<file path="src/rtl/sync_debounce_bank_if.sv">
// rtl/sync_debounce_bank_if.sv - pin-side and conditioned-level bundle for sync_debounce_bank
interface sync_debounce_bank_if #(
    parameter int WIDTH = 8
);
  logic [WIDTH-1:0] in_async;
  logic [WIDTH-1:0] level;
  logic [WIDTH-1:0] rise;
  logic [WIDTH-1:0] fall;

  modport master (output in_async, input level, input rise, input fall);
  modport slave  (input in_async, output level, output rise, output fall);
endinterface

</file>
<file path="src/rtl/sync_debounce_bank.sv">
// rtl/sync_debounce_bank.sv - per-channel synchronizer + debounce filter bank
// Optional rise/fall pulse flops enabled by defining SYNC_DEBOUNCE_EDGE_EN.
module sync_debounce_bank #(
    parameter int               WIDTH     = 8,
    parameter int               STAGES    = 2,
    parameter int               DB_CYCLES = 4,
    parameter logic [WIDTH-1:0] RESET_VAL = '0
) (
    input logic                  clk,
    input logic                  rst,
    sync_debounce_bank_if.slave  bus
);
  localparam int CW = (DB_CYCLES < 1) ? 1 : $clog2(DB_CYCLES + 1);
  localparam logic [CW-1:0] CNT_MAX = CW'(DB_CYCLES - 1);

  if (STAGES < 2 || STAGES > 4) begin : g_bad_stages
    $error("sync_debounce_bank: STAGES must be 2..4");
  end
  if (DB_CYCLES < 1) begin : g_bad_db
    $error("sync_debounce_bank: DB_CYCLES must be >= 1");
  end
  if (WIDTH < 1) begin : g_bad_width
    $error("sync_debounce_bank: WIDTH must be >= 1");
  end

  logic [WIDTH-1:0] w_level;
  logic [WIDTH-1:0] w_rise;
  logic [WIDTH-1:0] w_fall;

  for (genvar i = 0; i < WIDTH; i++) begin : g_ch
    logic [STAGES-1:0] r_sync;
    logic              r_q;
    logic [CW-1:0]     r_cnt;
    logic              w_synced;
    logic              w_accept;

    assign w_synced = r_sync[STAGES-1];
    assign w_accept = (w_synced != r_q) && (r_cnt == CNT_MAX);

    // Plain shift chain: nothing may sit between the metastability flops.
    always_ff @(posedge clk or posedge rst) begin
      if (rst) begin
        r_sync <= {STAGES{RESET_VAL[i]}};
      end else begin
        r_sync <= {r_sync[STAGES-2:0], bus.in_async[i]};
      end
    end

    always_ff @(posedge clk or posedge rst) begin
      if (rst) begin
        r_q   <= RESET_VAL[i];
        r_cnt <= '0;
      end else if (w_synced == r_q) begin
        r_cnt <= '0;
      end else if (w_accept) begin
        r_q   <= w_synced;
        r_cnt <= '0;
      end else begin
        r_cnt <= r_cnt + 1'b1;
      end
    end

    assign w_level[i] = r_q;

`ifdef SYNC_DEBOUNCE_EDGE_EN
    logic r_rise;
    logic r_fall;

    // Pulses share the acceptance edge, so they line up with the level change.
    always_ff @(posedge clk or posedge rst) begin
      if (rst) begin
        r_rise <= 1'b0;
        r_fall <= 1'b0;
      end else begin
        r_rise <= w_accept && w_synced;
        r_fall <= w_accept && !w_synced;
      end
    end

    assign w_rise[i] = r_rise;
    assign w_fall[i] = r_fall;
`else
    assign w_rise[i] = 1'b0;
    assign w_fall[i] = 1'b0;
`endif
  end

  assign bus.level = w_level;
  assign bus.rise  = w_rise;
  assign bus.fall  = w_fall;
endmodule

</file>
<file path="src/flat_wrapper.sv">
// flat-port wrapper written by rule: the top's interface ports become plain ports
module sync_debounce_bank_flat 
#(
    parameter int               WIDTH     = 8,
    parameter int               STAGES    = 2,
    parameter int               DB_CYCLES = 4,
    parameter logic [WIDTH-1:0] RESET_VAL = '0
)
  (clk, rst, bus_in_async, bus_level, bus_rise, bus_fall);
  sync_debounce_bank_if #(.WIDTH(WIDTH)) bus_i ();
  input logic clk;
  input logic rst;
  input wire logic [$bits(bus_i.in_async)-1:0] bus_in_async;
  output wire logic [$bits(bus_i.level)-1:0] bus_level;
  output wire logic [$bits(bus_i.rise)-1:0] bus_rise;
  output wire logic [$bits(bus_i.fall)-1:0] bus_fall;
  assign bus_i.in_async = bus_in_async;
  assign bus_level = bus_i.level;
  assign bus_rise = bus_i.rise;
  assign bus_fall = bus_i.fall;
  sync_debounce_bank #(.WIDTH(WIDTH), .STAGES(STAGES), .DB_CYCLES(DB_CYCLES), .RESET_VAL(RESET_VAL)) u_core (.clk(clk), .rst(rst), .bus(bus_i));
endmodule
</file>
<file path="config.mk">
export PLATFORM = sky130hd
export DESIGN_NAME = sync_debounce_bank_flat
export DESIGN_NICKNAME = d
export VERILOG_FILES = /design/src/rtl/sync_debounce_bank_if.sv /design/src/rtl/sync_debounce_bank.sv /design/src/flat_wrapper.sv
export SDC_FILE = /design/constraint.sdc
export NUM_CORES = 1
export LEC_CHECK = 0
export BUFFER_PORTS_ARGS = -buffer_cell sky130_fd_sc_hd__buf_4
export CORE_MARGIN = 3
export CORE_UTILIZATION = 40
export DETAILED_ROUTE_END_ITERATION = 16
export HOLD_SLACK_MARGIN = 0.15
export PLACE_DENSITY = 0.67
export SETUP_SLACK_MARGIN = 0.02
export SLEW_MARGIN = 40
export SYNTH_ARGS = -nofsm -noshare
export SYNTH_HDL_FRONTEND = slang
export SYNTH_SLANG_ARGS = --single-unit
</file>
<file path="constraint.sdc">
create_clock -name clk -period 3.6 [get_ports clk]
set_input_delay 0.36 -clock clk [delete_from_list [all_inputs] [get_ports clk]]
set_output_delay 0.36 -clock clk [all_outputs]
set_load 0.02 [all_outputs]
</file>
==> results.json, run 1 <==
{
  "slew_viol_final": 0,
  "synth_xor_area_share_pct": 3.66,
  "core_um2": 4470,
  "grt_pass1_wl_mm": 3.84,
  "min_period_over_period_pct": 34.2,
  "critPathRequiredTime_ps": 3240,
  "synthAdderAreaFrac_pct": 5.24,
  "postSynthCellCount": 130,
  "synth_top_family_by_area": "simple AND/OR/NAND/NOR gates",
  "final_common_cell": "dfrtp_1",
  "p_leak_nw": 1.01,
  "arrival_ps": 870,
  "crit_type": "register to primary output",
  "max_cap_viol_count": 0,
  "tns_ps": 0,
  "die_w_um": 75.1,
  "critPathCaptureType": "primary output",
  "path_delay_family": "flip-flops",
  "ant_nets": 0,
  "final_area_um2": 2140,
  "hold_viol_final": 0,
  "grt_use_total_pct": 9.53,
  "first_iter_violations": 22,
  "muxShareOfSynthArea_pct": 4.71,
  "cts_tree": "done",
  "relSlewSlack_pct": 63.3,
  "antennaDiodeCount": 0,
  "area_growth_pct": 11.9,
  "p_per_area_nw_per_um2": 707,
  "cts.sinks": 48,
  "ys_types": 11,
  "nets": 169,
  "grt_pass1_vias": 899,
  "synth_simple_gate_area_share_pct": 13.7,
  "drive_above_1_share_pct": 27.2,
  "fin_ws_ps": 2370,
  "holdBufCountCts": 1,
  "grt_overflow_total": 0,
  "rows": 24,
  "drt-total-wl_mm": 2.29,
  "dieArea_um2": 5650,
  "finalPower_mw": 1.51,
  "io-pin-count": 34,
  "critPathLaunchType": "register",
  "clock_latency_ps": 290,
  "antenna_found_initial": 0,
  "viasPerCell": 4.44,
  "peakVddDrop_mv": 0.410,
  "cts_setup_buffers": 0,
  "outcome": "finished clean",
  "post-dp-hpwl_mm": 1.71,
  "clock_skew_ps": 2.24,
  "worstPathMaxFanout": 3,
  "pre_cts_slack_ps": 2450,
  "initial_core_util_pct": 42.7,
  "syn_area_um2": 1910,
  "syn_area_per_cell_um2": 14.7,
  "worst_slew_pin_slew_ps": 551,
  "rsz0062_at_grt": "no",
  "cts_buffers": 5,
  "worstPathCellList": "buf_4",
  "fmax_ghz": 0.812,
  "portBuffers": 17,
  "synth-compound-area-share_pct": 0,
  "finalCriticalPeriod_ps": 1230,
  "slowest_stage": "dfrtp_1",
  "cts_max_path_buffers": 2,
  "cts-root-buf": "clkbuf_8",
  "critPathMaxStageDelay_ps": 410,
  "die_h_um": 75.1,
  "ctsResizeCount": 0,
  "first_pass_iters": 2,
  "hp-class": "input port to register",
  "final_cell_mix": "dfrtp_1 (48), buf_4 (17), conb_1 (16)",
  "finalSetupViolCount": 0,
  "clk_pin_slew_ps": 70,
  "grt_max_degree": 49,
  "yosysWarnings": 0,
  "remaining_drc_errors": 0,
  "crit_buf_inv": 1,
  "gp_congestion": 0.616,
  "wire_per_inst_um": 11.3,
  "place_area_um2": 1980,
  "ys_seq_area_share_pct": 62.8,
  "htreeDepth": 2,
  "via_count": 901,
  "synth.ff_latch_count": 48
}
logic make-up after synthesis:
logic type               count (synthesis)
flip-flops                              48
buffers and inverters                   25
XOR/XNOR                                 8
AND/OR/NAND/NOR                         32
multiplexers                             8
adder cells (fa/ha/maj)                  8
other                                    1
cell usage after synthesis:
library cell | instances | area share, %
dfrtp_1 | 48 | 63
buf_4 | 24 | 9.4
nor3b_1 | 10 | 3.9
ha_1 | 8 | 5.2
mux2_2 | 8 | 4.7
nor2b_4 | 8 | 5.8
nor3_1 | 8 | 2.1
xnor2_1 | 8 | 3.7
nor2b_1 | 6 | 2.0
conb_1 | 1 | 0.20
inv_1 | 1 | 0.20
routing by layer:
metal	global-route usage, %	wire length (um)
met1	10.3	880
met4	8.16	79
met5	0	0
met3	3.07	120
met2	15.1	1210
report_power, final:
group | switching (mW) | internal, mW | leakage, nW
Combinational | 0.210 | 0.232 | 0.358
Clock | 0.152 | 0.171 | 0.0503
Sequential | 0.0815 | 0.666 | 0.600
Total | 0.444 | 1.07 | 1.01
per-stage QoR:
step	std cells	hold slack, ps	utilization, %
6_report	203	175	47.8
4_1_cts	198	157	46.7
3_5_place_dp	190	336	44.3
5_1_grt	203	153	47.8
3_3_place_gp	190	333	44.3
2_1_floorplan	145	331	-
final cells by class:
cell class                      instances  area, um2
Tap cell                               52       65.1
Fill cell                             390       2330
Multi-Input combinational cell         72        583
Inverter                                1       6.26
Sequential cell                        48       1200
Clock buffer                            7       96.3
Timing Repair Buffer                   23        188
flip-flops by register name, summed over array words and instances (netlist names):
register,flops
u_core.g_ch.r_cnt,24
u_core.g_ch.r_sync,16
u_core.g_ch.r_q,8
final timing paths:
check                                                   start                                  to  slack, ps  depth (start not counted)
min in group asynchronous                                 rst   u_core.g_ch[6].r_cnt[1]$_DFF_PP0_        680                          3
max                            u_core.g_ch[0].r_q$_DFFE_PP0P_                        bus_level[0]       2370                          1
min reg2reg                u_core.g_ch[3].r_sync[0]$_DFF_PP0_  u_core.g_ch[3].r_sync[1]$_DFF_PP0_        350                          0
min                                           bus_in_async[3]  u_core.g_ch[3].r_sync[0]$_DFF_PP0_        180                          1
max in group asynchronous                                 rst      u_core.g_ch[5].r_q$_DFFE_PP0P_       2540                          3
max reg2reg                 u_core.g_ch[0].r_cnt[0]$_DFF_PP0_      u_core.g_ch[0].r_q$_DFFE_PP0P_       2440                          3
(Power assumes the default switching activity.)
==> inputs of run 2 (changes only) <==
- ABC_AREA: unset -> 1
- clock period: 3.6 -> 1.25 ns (I/O delays scaled with it)
==> run 2 against run 1 <==
- sequential share of layout area decreased by 6.0 points
- clock-buffer cell count decreased by 1
- routed wire length increased by 14%
- critical path type unchanged
- largest power group unchanged
- cell area increased by 12%
- critical path depth unchanged
==> results.json, run 2 <==
{
  "outcome": "finished clean",
  "drive_above_1_share_pct": 17.5,
  "fmax_ghz": 0.991,
  "ys_types": 9,
  "utilization_pct": 49.1,
  "hold_viol_final": 0,
  "path_delay_family": "flip-flops",
  "rows": 25,
  "critPathCaptureType": "primary output",
  "tns_ps": 0,
  "slew_viol_final": 0,
  "synth_edf_count": 0,
  "finalHoldWorstSlack_ps": 351,
  "via_count": 1233,
  "holdBufCountCts": 9,
  "grt_overflow_total": 0,
  "crit_buf_inv": 1,
  "worstPathCellList": "buf_4",
  "synth.ff_latch_count": 48,
  "top_register": "u_core.g_ch.r_cnt",
  "yosysTopAreaCell": "dfrtp_1",
  "cts.sinks": 48,
  "ctsResizeCount": 0,
  "finalPower_mw": 4.57,
  "cts_tree": "done",
  "reg.largest.list": "u_core.g_ch.r_cnt: 24 flops, u_core.g_ch.r_sync: 16 flops, u_core.g_ch.r_q: 8 flops",
  "post-dp-hpwl_mm": 1.81,
  "antennaDiodeCount": 0,
  "grt_use_total_pct": 9.54,
  "antenna_found_initial": 0,
  "finalCriticalPeriod_ps": 1010,
  "final_cell_mix": "nand2_1 (48), dfrtp_1 (48), inv_1 (46)",
  "area_growth_pct": 14.8,
  "clock_latency_ps": 290,
  "drt-total-wl_mm": 2.60,
  "min_period_over_period_pct": 80.7,
  "nets": 269,
  "peakVddDrop_mv": 0.855,
  "worstPathMaxFanout": 4,
  "synthFlopType": "dfrtp_1",
  "critPathLaunchType": "register",
  "yosysWarnings": 0,
  "cts-root-buf": "clkbuf_8",
  "synthTopCellsByCount": "dfrtp_1 (48), nand2_1 (48), inv_1 (47)",
  "place_area_um2": 2200,
  "clk_pin_slew_ps": 80,
  "wire_per_inst_um": 8.15,
  "min_from": "u_core.g_ch[3].r_sync[0]$_DFF_PP0_",
  "first_iter_violations": 34,
  "gp_congestion": 0.794,
  "portBuffers": 17,
  "grt_pass1_wl_mm": 4.60,
  "remaining_drc_errors": 0,
  "rrSetupSlack_ps": 320,
  "syn_area_um2": 2080,
  "p_per_area_nw_per_um2": 1910,
  "critPathMaxStageDelay_ps": 420,
  "cts_buffers": 5,
  "min_to": "u_core.g_ch[3].r_sync[1]$_DFF_PP0_",
  "viasPerCell": 3.87,
  "holdPathStages": 0,
  "largest_reg_flops": 24,
  "cts_setup_buffers": 0,
  "final_cells": 319,
  "fin_ws_ps": 241,
  "dieArea_um2": 6110,
  "initial_core_util_pct": 42.7,
  "pre_cts_slack_ps": 336,
  "syn_area_per_cell_um2": 9.22,
  "ant_nets": 0,
  "r2r_cells": 4,
  "ys_seq_area_share_pct": 57.6,
  "io-pin-count": 34,
  "yosys-top-cells-area": "dfrtp_1 (58%), buf_4 (8.6%), nand2_1 (8.6%)",
  "async_flop_share_pct": 100,
  "clock_skew_ps": 5.03,
  "grt_max_degree": 49,
  "finalSetupViolCount": 0,
  "final_area_um2": 2390,
  "crit_type": "register to primary output",
  "r2r_end": "u_core.g_ch[2].r_cnt[0]$_DFF_PP0_",
  "core_um2": 4880,
  "critPathRequiredTime_ps": 1120,
  "rr_startpoint": "u_core.g_ch[2].r_cnt[0]$_DFF_PP0_",
  "rsz0062_at_grt": "no",
  "die_w_um": 78.2,
  "first_pass_iters": 4,
  "max_cap_viol_count": 0,
  "hp-class": "register to register",
  "arrival_ps": 880,
  "cts_max_path_buffers": 2,
  "postSynthCellCount": 226,
  "htreeDepth": 2,
  "synth_top_area_share_pct": 57.6,
  "die_h_um": 78.2,
  "slowest_stage": "dfrtp_1",
  "p_leak_nw": 1.28,
  "placedCellCount": 302,
  "grt_pass1_vias": 1157
}
run 2: cell types whose count changed after synthesis, sizes merged:
| cell | previous run | this run |
|---|---|---|
| nor2 | 0 | 24 |
| nor3 | 8 | 0 |
| nand2 | 0 | 66 |
| xnor2 | 8 | 0 |
| nand3 | 0 | 8 |
| inv | 1 | 47 |
| nor3b | 10 | 0 |
| nor2b | 14 | 0 |
| mux2 | 8 | 0 |
run 2: metal layers:
layer / vias to the layer above / global-route usage (%) / part of all wire, %
met4: 0 / 4.20 / 2.1
met2: 22 / 16.4 / 48
met5: - / 0 / 0
met1: 544 / 10.6 / 45
li1: 661 / - / -
met3: 6 / 3.56 / 5.1
run 2: kinds of logic after synthesis:
logic type | after synthesis | synth area share, %
fa+ha+maj | 8 | 4.80
buf+inv | 71 | 17.1
flops | 48 | 57.6
other cells | 1 | 0.180
simple gates | 98 | 20.3
run 2: layout make-up:
type,count,area (um2)
clock buffer,6,72.6
clock inverter,2,35.0
fill,469,2490
inverter,47,180
multi-input combinational,122,583
sequential,48,1200
tap,67,83.8
timing repair buffer,27,238
run 2: how the worst max path moves through the flow:
stage | startpoint | end | slack, ps | depth (start not counted)
6_report | u_core.g_ch[3].r_q$_DFFE_PP0P_ | bus_level[3] | 240 | 1
5_1_grt | u_core.g_ch[2].r_q$_DFFE_PP0P_ | bus_level[2] | 170 | 1
4_1_cts | u_core.g_ch[2].r_q$_DFFE_PP0P_ | bus_level[2] | 220 | 1
3_5_place_dp | u_core.g_ch[7].r_cnt[0]$_DFF_PP0_ | u_core.g_ch[7].r_cnt[0]$_DFF_PP0_ | 340 | 4
3_3_place_gp | u_core.g_ch[7].r_cnt[0]$_DFF_PP0_ | u_core.g_ch[7].r_cnt[0]$_DFF_PP0_ | 350 | 4
2_1_floorplan | u_core.g_ch[0].r_cnt[0]$_DFF_PP0_ | u_core.g_ch[0].r_cnt[0]$_DFF_PP0_ | 390 | 4
run 2: worst register-to-register path, delay by kind of cell, from the launching register on:
family                     cells  cell delay (ps)
DFF                            1              380
and+or+nand+nor                3              260
adders and majority gates      1              220
run 2: where the power goes:
part           leakage, nW  internal [mW]  switching (mW)
Sequential           0.603           1.91           0.216
Clock               0.0552          0.593           0.474
Combinational        0.627          0.569           0.805
Total                 1.28           3.07            1.50
==> inputs of run 3 (changes only) <==
- PLACE_DENSITY: 0.67 -> 0.69
- clock period: 1.25 -> 0.8 ns (I/O delays scaled with it)
==> run 3 against run 2 <==
- the run now ends with setup timing left
- die area is the same
- core utilization increased by 8.4 points
- cell area rose by 17%
- non-clock buffer count grew 10
- critical endpoint is now bus_level[5]
- largest power group is now combinational logic
==> results.json, run 3 (same netlist as run 2, synthesis figures left out) <==
{
  "outcome": "finished with violations",
  "violations": "setup timing",
  "path_delay_family": "flip-flops",
  "p_leak_nw": 1.37,
  "critPathLaunchType": "register",
  "antennaDiodeCount": 0,
  "wire_per_inst_um": 9.48,
  "ant_nets": 0,
  "cts-root-buf": "clkbuf_8",
  "worstPathCellList": "buf_6",
  "critPathRequiredTime_ps": 720,
  "crit_type": "register to primary output",
  "finalPower_mw": 8.80,
  "cts_buffers": 5,
  "initial_core_util_pct": 42.7,
  "post-dp-hpwl_mm": 2.07,
  "cts_tree": "done",
  "peakVddDrop_mv": 1.67,
  "portBuffers": 17,
  "cts_max_path_buffers": 2,
  "grt_pass1_wl_mm": 5.42,
  "arrival_ps": 840,
  "p_per_area_nw_per_um2": 3140,
  "grt_use_total_pct": 11.2,
  "finalSetupViolCount": 37,
  "remaining_drc_errors": 0,
  "die_h_um": 78.2,
  "nets": 279,
  "slowest_stage": "dfrtp_1",
  "finalCriticalPeriod_ps": 918,
  "final_common_cell": "dfrtp_1",
  "fin_ws_ps": -118,
  "max_cap_viol_count": 0,
  "critPathMaxStageDelay_ps": 410,
  "clock_latency_ps": 290,
  "io-pin-count": 34,
  "clk_pin_slew_ps": 80,
  "drt-total-wl_mm": 3.12,
  "top_register": "u_core.g_ch.r_cnt",
  "antenna_found_initial": 0,
  "reg.largest.list": "u_core.g_ch.r_cnt: 24 flops, u_core.g_ch.r_sync: 16 flops, u_core.g_ch.r_q: 8 flops",
  "fmax_ghz": 1.09,
  "final_cell_mix": "dfrtp_1 (48), nand2_2 (31), inv_1 (30)",
  "slew_viol_final": 0,
  "min_period_over_period_pct": 115,
  "htreeDepth": 2,
  "crit_buf_inv": 1,
  "fill_cells": 440,
  "viasPerCell": 4.12,
  "final_area_um2": 2810,
  "first_iter_violations": 57,
  "via_count": 1354,
  "dieArea_um2": 6110,
  "rows": 25,
  "largest_reg_flops": 24,
  "hold_viol_final": 0,
  "hp-class": "register to register",
  "grt_max_degree": 29,
  "grt_pass1_vias": 1375,
  "drive_above_1_share_pct": 45.0,
  "rsz0062_at_grt": "yes",
  "place_area_um2": 2320,
  "first_pass_iters": 4,
  "grt_overflow_total": 0,
  "die_w_um": 78.2,
  "area_growth_pct": 34.6,
  "gp_congestion": 0.753,
  "worstPathMaxFanout": 2,
  "core_um2": 4880,
  "critPathCaptureType": "primary output",
  "finalHoldWorstSlack_ps": 353,
  "cts.sinks": 48,
  "clock_skew_ps": 6.61
}
run 3: layer usage:
metal	track usage (%)	vias to the layer above	share of wire, %
li1	-	682	-
met1	12.4	644	39
met2	20.7	24	56
met3	2.52	4	4.0
met4	4.20	0	1.2
met5	0	-	0
run 3: timing repair:
| action | CTS | global route |
|---|---|---|
| resized for setup | 43 | 34 |
| hold buffers | 9 | 0 |
| endpoints found under the setup margin | 40 | 40 |
| hold endpoints to repair | 56 | 0 |
| pin swaps | 12 | 20 |
| setup buffers | 8 | 1 |
run 3: final cells by class:
cell class | count | area [um2] | area share, %
Clock buffer | 6 | 82.6 | 2.94
Multi-Input combinational cell | 122 | 841 | 30.0
Timing Repair Buffer | 37 | 378 | 13.5
Sequential cell | 48 | 1200 | 42.8
Clock inverter | 2 | 38.8 | 1.38
Tap cell | 67 | 83.8 | 2.99
Inverter | 47 | 180 | 6.42
run 3: power breakdown:
part           total [mW]  switching [mW]  leakage (nW)  internal (mW)
clock network        1.78           0.762        0.0614           1.02
logic                3.55            1.76         0.703           1.79
registers            3.47           0.479         0.603           2.99
run 3: path summary, 6_finish.rpt:
check	slack (ps)	startpoint	end	depth (start not counted)
max	-120	u_core.g_ch[5].r_q$_DFFE_PP0P_	bus_level[5]	1
min	350	u_core.g_ch[7].r_sync[0]$_DFF_PP0_	u_core.g_ch[7].r_sync[1]$_DFF_PP0_	0
max reg2reg	-90	u_core.g_ch[7].r_cnt[0]$_DFF_PP0_	u_core.g_ch[7].r_cnt[1]$_DFF_PP0_	3
min reg2reg	350	u_core.g_ch[7].r_sync[0]$_DFF_PP0_	u_core.g_ch[7].r_sync[1]$_DFF_PP0_	0
max in group asynchronous	210	rst	u_core.g_ch[5].r_cnt[0]$_DFF_PP0_	4
min in group asynchronous	410	rst	u_core.g_ch[6].r_q$_DFFE_PP0P_	4
run 3: metrics by stage:
| stage | utilization (%) | setup TNS (ps) | std cells | worst slack [ps] |
|---|---|---|---|---|
| after global routing | 57.5 | -4170 | 329 | -162 |
| final | 57.5 | -2470 | 329 | -118 |
| after detailed placement | 47.5 | -857 | 303 | -80.9 |
| after global placement | 47.5 | -320 | 303 | -36.4 |
| after floorplan | - | -39.7 | 241 | -17.7 |
| after CTS | 55.4 | -2300 | 328 | -130 |
